File: config.mk
export PLATFORM = sky130hd
export DESIGN_NAME = hamming_pad_decode
export DESIGN_NICKNAME = d
export VERILOG_FILES = /design/src/rtl/hamming_pad_decode.sv
export SDC_FILE = /design/constraint.sdc
export NUM_CORES = 1
export LEC_CHECK = 0
export CORE_ASPECT_RATIO = 0.8
export CORE_MARGIN = 2
export CORE_UTILIZATION = 35
export DETAILED_ROUTE_END_ITERATION = 10
export PLACE_DENSITY = 0.68
export SKIP_LAST_GASP = 1
export SLEW_MARGIN = 20
export SYNTH_ARGS = -nofsm -noshare
export SYNTH_HDL_FRONTEND = slang
export SYNTH_SLANG_ARGS = --single-unit
File: constraint.sdc
create_clock -name clk_i -period 1.5 [get_ports clk_i]
set_clock_uncertainty 0.2 [all_clocks]
set_input_delay 0.15 -clock clk_i [delete_from_list [all_inputs] [get_ports clk_i]]
set_output_delay 0.15 -clock clk_i [all_outputs]
set_load 0.05 [all_outputs]
File: src/rtl/hamming_pad_decode.sv
// SECDED receive decoder: assembles the Hamming codeword from payload and check
// bits, corrects single errors, flags double/invalid errors; one registered stage.
module hamming_pad_decode #(
    parameter int DATA_WIDTH = 8,
    localparam int PARITY_BITS = (DATA_WIDTH <= 4)   ? 3 :
                                 (DATA_WIDTH <= 11)  ? 4 :
                                 (DATA_WIDTH <= 26)  ? 5 :
                                 (DATA_WIDTH <= 57)  ? 6 :
                                 (DATA_WIDTH <= 120) ? 7 :
                                 (DATA_WIDTH <= 247) ? 8 :
                                 (DATA_WIDTH <= 502) ? 9 : 10,
    localparam int CODE_BITS   = PARITY_BITS + 1,
    localparam int CODED_WIDTH = DATA_WIDTH + CODE_BITS,
    localparam int ADDR_WIDTH  = $clog2(CODED_WIDTH)
) (
    input  logic                   clk_i,
    input  logic                   rst_n_i,
    input  logic                   valid_i,
    input  logic [DATA_WIDTH-1:0]  data_in_i,
    input  logic [CODE_BITS-1:0]   pad_bits_i,
    output logic                   valid_o,
    output logic [CODED_WIDTH-1:0] codeword_o,
    output logic [DATA_WIDTH-1:0]  raw_data_o,
    output logic [DATA_WIDTH-1:0]  data_out_o,
    output logic [ADDR_WIDTH-1:0]  fault_location_o,
    output logic [1:0]             num_errors_o
);

    // One extra bit so the bound still fits when CODED_WIDTH is a power of two.
    localparam logic [ADDR_WIDTH:0] CODED_LIMIT = CODED_WIDTH[ADDR_WIDTH:0];

    logic [CODED_WIDTH-1:0] cw_w;
    logic [CODED_WIDTH-1:0] fixed_w;
    logic [ADDR_WIDTH-1:0]  syn_w;
    logic                   par_w;
    logic                   single_w;
    logic [DATA_WIDTH-1:0]  corr_w;
    logic [ADDR_WIDTH-1:0]  loc_w;
    logic [1:0]             num_w;

    logic                   valid_q;
    logic [CODED_WIDTH-1:0] codeword_q;
    logic [DATA_WIDTH-1:0]  raw_q;
    logic [DATA_WIDTH-1:0]  data_out_q;
    logic [ADDR_WIDTH-1:0]  loc_q;
    logic [1:0]             num_q;

    // Powers of two take check bits in order; all other positions take payload bits.
    always_comb begin
        int j;
        int k;
        cw_w    = '0;
        cw_w[0] = pad_bits_i[0];
        j       = 0;
        k       = 1;
        for (int p = 1; p < CODED_WIDTH; p++) begin
            if ((p & (p - 1)) == 0) begin
                cw_w[p] = pad_bits_i[k];
                k++;
            end else begin
                cw_w[p] = data_in_i[j];
                j++;
            end
        end
    end

    always_comb begin
        int j;
        syn_w = '0;
        par_w = ^cw_w;
        for (int p = 1; p < CODED_WIDTH; p++) begin
            if (cw_w[p]) syn_w = syn_w ^ p[ADDR_WIDTH-1:0];
        end

        single_w = par_w && ({1'b0, syn_w} < CODED_LIMIT);

        fixed_w = cw_w;
        for (int p = 0; p < CODED_WIDTH; p++) begin
            if (single_w && (syn_w == p[ADDR_WIDTH-1:0])) fixed_w[p] = ~cw_w[p];
        end

        corr_w = '0;
        j      = 0;
        for (int p = 1; p < CODED_WIDTH; p++) begin
            if ((p & (p - 1)) != 0) begin
                corr_w[j] = fixed_w[p];
                j++;
            end
        end

        if (!par_w && syn_w == '0) begin
            num_w = 2'd0;
        end else if (single_w) begin
            num_w = 2'd1;
        end else if (!par_w) begin
            num_w = 2'd2;
        end else begin
            num_w = 2'd3;
        end
        loc_w = single_w ? syn_w : '0;
    end

    always_ff @(posedge clk_i or negedge rst_n_i) begin
        if (!rst_n_i) begin
            valid_q    <= 1'b0;
            codeword_q <= '0;
            raw_q      <= '0;
            data_out_q <= '0;
            loc_q      <= '0;
            num_q      <= '0;
        end else begin
            valid_q <= valid_i;
            if (valid_i) begin
                codeword_q <= cw_w;
                raw_q      <= data_in_i;
                data_out_q <= single_w ? corr_w : data_in_i;
                loc_q      <= loc_w;
                num_q      <= num_w;
            end
        end
    end

    assign valid_o          = valid_q;
    assign codeword_o       = codeword_q;
    assign raw_data_o       = raw_q;
    assign data_out_o       = data_out_q;
    assign fault_location_o = loc_q;
    assign num_errors_o     = num_q;

endmodule

-- Yosys cells after proc, flatten, opt, wreduce, memory -nomap -nowiden
Cells that the tools add are included.
- memories: 0
- register bits after elaboration: 36
- input port bits: 16
- memory bits (read-only): 0
- bits in latches: 0
- word-level logic and storage cells: 72
- RAM bits: 0
- bitwise operators: 19
- multiplexer cells: 25
- $lt $le $gt $ge: 1
- equality and inequality tests: 8
- reduce and logical (&&, ||, !) cells: 13
- divide/modulo/power cells: 0
- multipliers: 0
- shift operators: 0
- $add $sub $neg: 0
- operator list (operator ; count):
    4-bit two-way mux ; 6
    4-bit == test, second input constant ; 4
    13-bit XOR reduction ; 1
    4-bit by 3-bit == test with 1-bit output, second input constant ; 3
    3-bit two-way mux ; 4
    2-bit NOT ; 6
    1-bit logical AND ; 10
    1-bit two-way mux ; 10
    2-bit two-way mux ; 4
    8-bit two-way mux ; 1
    1-bit NOT ; 8
    3-bit NOT ; 2
    4-bit by 2-bit == test with 1-bit output, second input constant ; 1
    4-bit logical NOT ; 1
    4-bit less-than comparator, second input constant ; 1
    1-bit NOT, first input constant ; 3
    1-bit logical NOT ; 1

-- Longest topological paths before layout
Gate-level depths: netlist (run 1).
- depth after elaboration: 25
- gate-level depth with buffers: 7
- mapped depth without buffers: 6

-- Worst setup path before layout (run 1)
OpenSTA, ideal clock, no wires.
- path kind: in2reg
- start: input port pad_bits_i[4]
- end: register data_out_q[4], in the netlist data_out_o[4]
- stages on the path: 6
- arrival: 1550 ps
- path slack: -387 ps
- data required time: 1163 ps
- cell sequence: xnor2_1 -> xor2_2 -> or4b_4 -> a21oi_1 -> xnor2_1 -> a21oi_1
- word-level cells in the longest chain between the ends: 14
- elaborated cells on any way between the ends: 16
- classes of those cells: order compare: 1; eq/ne: 1; mux: 7; bitwise: 4; reduce/logical: 3
- ends and longest elaborated chain (item ; RTL line ; RTL):
    start, declared ; 20 ; input logic [CODE_BITS-1:0] pad_bits_i,
    4-bit two-way mux ; 72 ; if (cw_w[p]) syn_w = syn_w ^ p[ADDR_WIDTH-1:0];
    2-bit NOT (no line) ; -- ;
    4-bit two-way mux ; 72 ;
    2-bit NOT (no line) ; -- ;
    4-bit two-way mux ; 72 ;
    3-bit NOT (no line) ; -- ;
    4-bit two-way mux ; 72 ;
    2-bit NOT (no line) ; -- ;
    4-bit two-way mux ; 72 ;
    4-bit less-than comparator ; 75 ; single_w = par_w && ({1'b0, syn_w} < CODED_LIMIT);
    1-bit logical AND ; 75 ;
    1-bit logical AND ; 79 ; if (single_w && (syn_w == p[ADDR_WIDTH-1:0])) fixed_w[p] = ~cw_w[p];
    1-bit two-way mux ; 79 ;
    8-bit two-way mux (*) ; 116 ; data_out_q <= single_w ? corr_w : data_in_i;
    end signal, assigned ; 116 ;
    end, declared ; 44 ; logic [DATA_WIDTH-1:0] data_out_q;
Every way passes the cells marked *; elsewhere a longest branch is shown, timed or not.
A chain may end at the register's enable or synchronous reset.

-- Worst setup path in the final report (run 1)
- start: input port data_in_i[0]
- end: register data_out_q[4], in the netlist data_out_o[4]
- word-level cells in the longest chain between the ends: 19
- elaborated cells on any way between the ends: 23
- classes of those cells: order compare: 1; eq/ne: 1; mux: 12; bitwise: 6; reduce/logical: 3
- ends and longest elaborated chain (item ; RTL line ; RTL):
    start, declared ; 19 ; input logic [DATA_WIDTH-1:0] data_in_i,
    2-bit two-way mux ; 72 ;
    3-bit two-way mux ; 72 ;
    2-bit NOT (no line) or 3-bit two-way mux (tied branches) ; -- ;
    3-bit two-way mux or 2-bit NOT (tied branches) ; -- ;
    3-bit two-way mux ; 72 ;
    3-bit NOT (no line) ; -- ;
    3-bit two-way mux ; 72 ;
    4-bit two-way mux ; 72 ;
    [... 2 more ...] ; -- ;
    4-bit two-way mux ; 72 ;
    3-bit NOT (no line) ; -- ;
    4-bit two-way mux (2 in a row) ; 72 ;
    4-bit less-than comparator ; 75 ;
    1-bit logical AND ; 75 ;
    1-bit logical AND ; 79 ;
    1-bit two-way mux ; 79 ;
    8-bit two-way mux (*) ; 116 ;
Marked as above.

==> results of run 1 <==
[worst min-delay path by stage]
stage	end	slack (ps)	start	depth (start not counted)
floorplan	codeword_o[0]	-350	rst_n_i	0
global placement	num_errors_o[0]	330	rst_n_i	2
detailed placement	num_errors_o[1]	340	rst_n_i	2
CTS	codeword_o[4]	2	pad_bits_i[3]	2
global route	raw_data_o[3]	20	data_in_i[3]	3
finish	raw_data_o[7]	30	rst_n_i	2
[final cells by class]
class	count	area (um^2)	area share
flip-flops and latches	28	701	0.211
well taps	60	75.1	0.0226
repair buffers	93	1290	0.389
inverters	4	15.0	0.00452
multi-input cells	106	1200	0.361
clock buffers	3	41.3	0.0124
[cells in the final DEF, fill, tap and decap left out, types with 4 or more instances in the layout]
| cell type | n |
|---|---|
| buf_12 | 41 |
| dfrtp_1 | 28 |
| buf_4 | 26 |
| mux2_2 | 14 |
| nor2_1 | 11 |
| xnor2_4 | 10 |
| xnor2_1 | 10 |
| buf_6 | 10 |
| a21oi_1 | 8 |
| dlygate4sd3_1 | 8 |
| a21oi_2 | 6 |
| nand2_1 | 5 |
| xnor2_2 | 4 |
| a21oi_4 | 4 |
| nand4_1 | 4 |
| inv_1 | 4 |
| o22ai_1 | 4 |
[power groups by stage]
stage          sequential (W)  clock [W]  combinational [W]
3_3_place_gp          0.00104          0            0.00203
3_5_place_dp          0.00105          0            0.00206
2_1_floorplan         0.00139          0           0.000718
5_1_grt               0.00105   0.000451            0.00245
6_report              0.00103   0.000410            0.00234
4_1_cts               0.00103   0.000417            0.00219
[what timing repair did]
action / CTS / global route
pin swaps: 31 / 35
setup buffers: 6 / 4
hold endpoints to repair: 4 / 4
endpoints found under the setup margin: 14 / 14
hold buffers: 4 / 4
gates resized for setup: 76 / 43
[state kept, by name, summed over array words and instances, names as in the netlist]
name	flops
fault_location_o	4
valid_o	1
num_errors_o	2
codeword_o	5
raw_data_o	8
data_out_o	8
[cell families (layout without fill, tap and decap cells)]
| group | after synthesis | in the layout | share of synthesized area |
|---|---|---|---|
| mux | 14 | 14 | 0.0954 |
| buf+inv | 19 | 100 | 0.0621 |
| flops | 28 | 28 | 0.424 |
| simple gates | 35 | 35 | 0.111 |
| compound gates | 26 | 26 | 0.0916 |
| xor+xnor | 30 | 30 | 0.210 |
| fa+ha+maj | 1 | 1 | 0.00606 |
[worst max-delay path, cell delays in order]
cell	delay, ps
buf_12	110
buf_8	120
xnor2_4	180
xnor3_4	580
nand2b_4	210
a21oi_4	130
xnor2_1	130
a21oi_1	90
[per-layer routing]
layer,wire length (um),share of wire,GRT usage,vias to the layer above
met3,343,0.075,0.0563,4
met2,2340,0.51,0.294,57
met4,38,0.0083,0.0381,0
li1,-,-,-,686
met1,1860,0.41,0.209,710
met5,0,0,0,-
[through the flow]
step | power, W | utilization | TNS (ps)
after floorplan | 0.00211 | - | -2010
after global placement | 0.00307 | 0.634 | -12320
after detailed placement | 0.00311 | 0.634 | -12860
after CTS | 0.00364 | 0.680 | -2350
after global routing | 0.00396 | 0.728 | -3010
final | 0.00378 | 0.728 | -2240
==> out/qor.yml, run 1 <==
swShare: 0.407
synth.largest_area_cell: "dfrtp_1"
max_clock_freq_mhz: 575
synthDistinctLibCells: 30
clock_latency_ps: 270
placed_cells: 276
min_period_over_period: 1.16
ys_warn_count: 0
netlist_instances: 153
cts_buffers: 3
regToRegStartpoint: "raw_data_o[0]"
pre_cts_ws_ps: -961
antenna_found_initial: 0
drv_slew: 0
status: "finished with violations"
cp.required_ps: 1460
relSlewSlack: 0.754
diodes: 0
setup_viol: 14
drive_above_1_share: 0.603
power_frac_seq: 0.272
drt_iter0_drc: 53
yosys-top-cells-count: "28 x dfrtp_1, 20 x xnor2_1, 18 x a21oi_1"
worstMarginPinSlew_ps: 367
p_sw_w: 0.00154
grt_max_degree: 29
netlist_top_cells_area: "dfrtp_1 42%, xnor2_1 11%, mux2_2 9.5%"
cp-endpoint: "data_out_o[4]"
hpwl_um: 3180
arrival_ps: 1700
grt_remaining_overflow: 0
clk_path_buf_depth: 2
r2r_end: "raw_data_o[0]"
gp_congestion: 0.850
core_mm2: 0.00457
leakagePower_nw: 1.39
setup.worst_path.class: "input pin to register"
stdcell_count: 294
vias: 1457
syn_nets: 169
hold_ws_ps: 32.8
failed_checks: "negative setup slack"
cts_max_level: 1
hold_violations: 0
syn_area_per_cell_um2: 10.8
pin_count: 52
setup_slack_ps: -239
initial_core_util: 0.362
rows: 22
combPwrFrac: 0.619
yosys.cell_count.top_type: "dfrtp_1"
synth_edf_count: 0
dieArea_mm2: 0.00529
grt_pass1_vias: 1462
dpl_cell_area_mm2: 0.00290
seq_area_frac_synth: 0.424
vias_per_cell: 4.96
r2r_setup_slack_ps: 440
async_flop_share: 1.00
rsz0062_at_grt: "true"
die_h_um: 65.5
cts.clk_slew.worst_paths_ps: 90
period_needed_ps: 1740
crit_start: "data_in_i[0]"
firstDrtPassIters: 4
grt_pass1_wl_um: 7000
path_max_fanout: 6
vdd_drop_max_uv: 641
min_path_type: "input pin to async pin"
cts_root_buffer: "clkbuf_8"
drv_cap: 0
num-fill-cells: 307
detail-route-antenna-nets: 0
area_delta_synth_final_pct: 101
drcViolationCount: 0
p_per_area_mw_per_mm2: 1140
cts_tree: "yes"
synth_ff_type: "dfrtp_1"
track_usage: 0.171
fin_area_mm2: 0.00332
p_int_w: 0.00224
crit_path_start_kind: "input pin"
cts.sinks: 28
portBuffers: 51
yosysTopAreaCellShare: 0.424
power.share.clock: 0.108
wl_per_cell_um: 15.6
ys_seq_elements: 28
nets: 252
routed_wl_um: 4590
rr_worst_depth: 1
fp.dieW_um: 80.8
end_kind: "register"
syn_area_mm2: 0.00165
Note: power is estimated with default switching activity, not from simulation.
==> run 2, diff against run 1 <==
Settings changed: CAP_MARGIN set to 10, RECOVER_POWER set to 100.
==> run 2 against run 1 <==
  * The run still ends with negative setup slack left
  * Sequential power fell by 8%
  * Critical path depth did not move
  * Design area fell by 17%
  * Largest cell class is now multi-input combinational cells
==> out/qor.yml, run 2 (synthesized netlist as in run 1, its figures left out) <==
status: "finished with violations"
failed_checks: "negative setup slack"
arrival_ps: 1700  # about the same
drv_cap: 0  # unchanged
detail-route-antenna-nets: 0  # unchanged
cts_max_level: 1  # unchanged
cts.clk_slew.worst_paths_ps: 90  # about the same
min_path_type: "input pin to register"
rsz0062_at_grt: "true"
vias_per_cell: 4.99  # +0.62%
layout_common_cells: "38 x clkbuf_2, 28 x dfrtp_1, 26 x buf_4"
crit_path_start_kind: "input pin"
grt_remaining_overflow: 0  # unchanged
grt_pass1_vias: 1462  # unchanged
path_max_fanout: 6  # unchanged
cp.required_ps: 1460  # about the same
hold_violations: 0  # unchanged
setup_slack_ps: -241  # -2.67 ps
gp_congestion: 0.850  # unchanged
p_per_area_mw_per_mm2: 1180  # +3.6%
drcViolationCount: 0  # unchanged
track_usage: 0.171  # unchanged
pin_count: 52  # unchanged
cts_tree: "yes"
firstDrtPassIters: 4  # unchanged
area_delta_synth_final_pct: 66.6
cts_root_buffer: "clkbuf_8"
fin_area_mm2: 0.00275  # -17%
grt_pass1_wl_um: 7000  # unchanged
post-route-util: 0.603  # -0.125
end_kind: "register"
setup.worst_path.class: "input pin to register"
period_needed_ps: 1740  # +2.67 ps
drt_iter0_drc: 48  # -9.4%
dpl_cell_area_mm2: 0.00290  # unchanged
portBuffers: 51  # unchanged
antenna_found_initial: 0  # unchanged
diodes: 0  # unchanged
drv_slew: 0  # unchanged
die_h_um: 65.5  # unchanged
vdd_drop_max_uv: 573  # -11%
cts.sinks: 28  # unchanged
grt_max_degree: 29  # unchanged
cts_buffers: 3  # unchanged
hpwl_um: 3180  # unchanged
setup_viol: 27  # +13
fp.dieW_um: 80.8  # unchanged
dieArea_mm2: 0.00529  # unchanged
routed_wl_um: 4640  # +1.0%
final_common_cell: "clkbuf_2"
vias: 1466  # +0.62%
drive_above_1_share: 0.603  # unchanged
max_clock_freq_mhz: 574  # -0.15%
leakagePower_nw: 1.20  # -14%
initial_core_util: 0.362  # unchanged
core_mm2: 0.00457  # unchanged
wl_per_cell_um: 15.8  # +1.0%
rows: 22  # unchanged
clock_latency_ps: 270  # about the same
min_period_over_period: 1.16  # +0.00178
clk_path_buf_depth: 2  # unchanged
worstMarginPinSlew_ps: 703  # +335 ps
relSlewSlack: 0.532  # -0.222
nets: 252  # unchanged
[run 2: critical path, stage by stage]
cell,delay (ps)
buf_12,110
buf_8,120
xnor2_4,180
xnor3_4,580
nand2b_4,210
a21oi_4,130
xnor2_1,130
a21oi_1,90
[run 2: per-stage QoR]
step	setup WS [ps]	std cells	hold slack [ps]	total power (W)	TNS, ps
floorplan	-216	153	-346	0.00211	-2010
global placement	-938	276	332	0.00307	-12320
detailed placement	-961	276	336	0.00311	-12860
CTS	-211	289	2.32	0.00364	-2350
global route	-280	294	24.1	0.00341	-4470
finish	-241	294	33.6	0.00325	-2910
[run 2: final cells by class]
type / count / area (um^2)
fill: 370 / 1820
tap: 60 / 75.1
timing repair buffer: 93 / 722
inverter: 4 / 15.0
sequential: 28 / 701
clock buffer: 3 / 41.3
multi-input combinational: 106 / 1200
[run 2: worst paths after layout]
check / from / end / slack [ps] / depth (start not counted)
max in group asynchronous: rst_n_i / codeword_o[0] / 390 / 2
hold / removal: data_in_i[5] / raw_data_o[5] / 30 / 3
hold reg to reg: num_errors_o[1] / num_errors_o[1] / 320 / 2
setup reg to reg: raw_data_o[4] / raw_data_o[4] / 510 / 1
min in group asynchronous: rst_n_i / raw_data_o[7] / 260 / 2
setup / recovery: data_in_i[0] / data_out_o[4] / -240 / 8
[run 2: layer usage]
| metal | GRT usage | share of wire |
|---|---|---|
| met1 | 0.209 | 0.42 |
| met4 | 0.0381 | 0.0086 |
| met5 | 0 | 0 |
| met2 | 0.294 | 0.51 |
| met3 | 0.0563 | 0.067 |
[run 2: timing repair]
item                       CTS  global route
hold buffers                 4             4
setup endpoints to repair   14            14
setup buffers                6             4
gates resized for setup     76            43
hold endpoints to repair     4             4
pin swaps                   31            35
[run 2: power breakdown]
part           total [W]  leakage [nW]  internal (W)  switching [W]
Combinational    0.00189         0.848      0.000731        0.00116
Sequential      0.000948         0.328      0.000876      0.0000716
Clock           0.000409        0.0216      0.000180       0.000228
==> run 3, diff against run 2 <==
Settings changed: CORE_MARGIN 2 to not set.
==> run 3 against run 2 <==
  * The run still ends with negative setup slack left
  * Highest routed layer unchanged
  * Register-to-register slack hardly changed
  * Clock-buffer cell count is 1 higher
  * Non-clock buffer count is 3 higher
  * Total power is 0.73% higher
  * Sequential power hardly changed
  * Critical endpoint unchanged
  * Via count is 1.8% higher
  * Largest cell class unchanged
==> out/qor.yml, run 3 (synthesized netlist as in run 1, its figures left out) <==
status: "finished with violations"
failed_checks: "negative setup slack"
p_per_area_mw_per_mm2: 1220  # +3.4%
dieArea_mm2: 0.00500  # -5.5%
routed_wl_um: 4800  # +3.4%
hold_violations: 0  # unchanged
arrival_ps: 1700  # about the same
setup_viol: 14  # -48%
period_needed_ps: 1740  # -1.97 ps
die_h_um: 63.5  # -3.1%
grt_max_degree: 29  # unchanged
cts.sinks: 28  # unchanged
gp_congestion: 0.867  # +2.0%
area_delta_synth_final_pct: 62.4
drv_slew: 0  # unchanged
initial_core_util: 0.379  # +0.0172
core_mm2: 0.00436  # -4.5%
firstDrtPassIters: 4  # unchanged
dpl_cell_area_mm2: 0.00287  # -0.91%
drt_iter0_drc: 68  # +42%
path_max_fanout: 5  # -1
clk_path_buf_depth: 2  # unchanged
fp.dieW_um: 78.8  # -2.5%
r2r_setup_slack_ps: 500  # about the same
setup_slack_ps: -239  # +1.97 ps
final_common_cell: "clkbuf_2"
fin_area_mm2: 0.00268  # -2.5%
antenna_found_initial: 0  # unchanged
swShare: 0.444  # -0.00526
cts_max_level: 1  # unchanged
vias: 1492  # +1.8%
worstMarginPinSlew_ps: 723  # +20.7 ps
rsz0062_at_grt: "true"
portBuffers: 51  # unchanged
min_period_over_period: 1.16  # -0.00131
nets: 255  # +1.2%
detail-route-antenna-nets: 0  # unchanged
cts_root_buffer: "clkbuf_8"
cts_buffers: 3  # unchanged
drcViolationCount: 0  # unchanged
leakagePower_nw: 1.21  # +0.63%
grt_remaining_overflow: 0  # unchanged
diodes: 0  # unchanged
vdd_drop_max_uv: 692  # +21%
end_kind: "register"
rows: 21  # -4.5%
layout_common_cells: "37 x clkbuf_2, 28 x dfrtp_1, 28 x buf_4"
vias_per_cell: 5.06  # +1.4%
cp.required_ps: 1460  # about the same
power.share.clock: 0.145  # +0.019
post-route-util: 0.615  # +0.0126
hpwl_um: 3460  # +8.8%
setup.worst_path.class: "input pin to register"
relSlewSlack: 0.518  # -0.0138
combPwrFrac: 0.564  # -0.018
pre_cts_ws_ps: -949  # +12.1 ps
pin_count: 52  # unchanged
crit_path_start_kind: "input pin"
grt_pass1_vias: 1599  # +9.4%
max_clock_freq_mhz: 575  # +0.11%
drv_cap: 0  # unchanged
cts.clk_slew.worst_paths_ps: 100  # about the same
track_usage: 0.210  # +0.0384
p_int_w: 0.00182  # +1.7%
min_path_type: "input pin to register"
power_frac_seq: 0.291  # about the same
drive_above_1_share: 0.597  # -0.00593
grt_pass1_wl_um: 8020  # +15%
cts_tree: "yes"
clock_latency_ps: 280  # about the same
wl_per_cell_um: 16.3  # +3.1%
p_sw_w: 0.00145  # -0.45%
run 3: changes by cell type in the layout (fill, tap and decap cells not counted), moves of 2 or more:
cell	delta
buf_4	+2
a21oi_4	-2
buf_12	-2
buf_2	+4
xnor2_2	+5
xnor2_1	-2
nand2_2	-2
xnor2_4	-3
run 3: path summary, 6_finish.rpt:
check	from	endpoint	cells past startpoint
min	data_in_i[2]	data_out_o[2]	3
max reg2reg	raw_data_o[4]	raw_data_o[4]	1
max in group asynchronous	rst_n_i	data_out_o[4]	2
min reg2reg	num_errors_o[1]	num_errors_o[1]	2
max	data_in_i[5]	data_out_o[4]	8
min in group asynchronous	rst_n_i	data_out_o[3]	2
run 3: repair_timing:
action                     in CTS  in global routing
hold buffers                    4                  3
buffers inserted               10                  1
setup endpoints to repair      14                 14
hold endpoints to repair        4                  3
cloned                          0                  0
gates resized for setup        88                 13
pin swaps                      37                 19
run 3: per-stage QoR:
step                power, W  TNS, ps  cells  hold slack, ps
finish               0.00327    -2430    295            3.98
floorplan            0.00211    -2010    153            -346
global route         0.00343    -3140    295            15.7
CTS                  0.00377    -2370    292            1.45
global placement     0.00305   -12520    275             351
detailed placement   0.00310   -13340    275             347
run 3: layout make-up:
class	count	area, um^2
Inverter	4	15.0
Tap cell	57	71.3
Fill cell	367	1680
Sequential cell	28	701
Clock buffer	4	55.1
Timing Repair Buffer	96	706
Multi-Input combinational cell	106	1140
run 3: worst max-delay path, stage by stage:
cell	delay, ps
buf_8	100
xnor2_4	140
buf_6	130
xor2_4	190
or4b_4	560
a21oi_2	180
xnor2_1	130
a21oi_1	90
run 3: per-layer routing:
metal  part of all wire  GRT usage  vias up
met2               0.51      0.354       47
met3              0.042     0.0507       16
met4              0.028     0.0841        0
met1               0.42      0.256      736
met5                  0          0        -
li1                   -          -      693
run 3: power by group through the flow:
stage          Clock (W)  Combinational, W  Sequential (W)
6_report        0.000476           0.00184        0.000951
5_1_grt         0.000527           0.00194        0.000966
4_1_cts         0.000494           0.00225         0.00104
3_5_place_dp           0           0.00205         0.00105
3_3_place_gp           0           0.00201         0.00104
2_1_floorplan          0          0.000718         0.00139
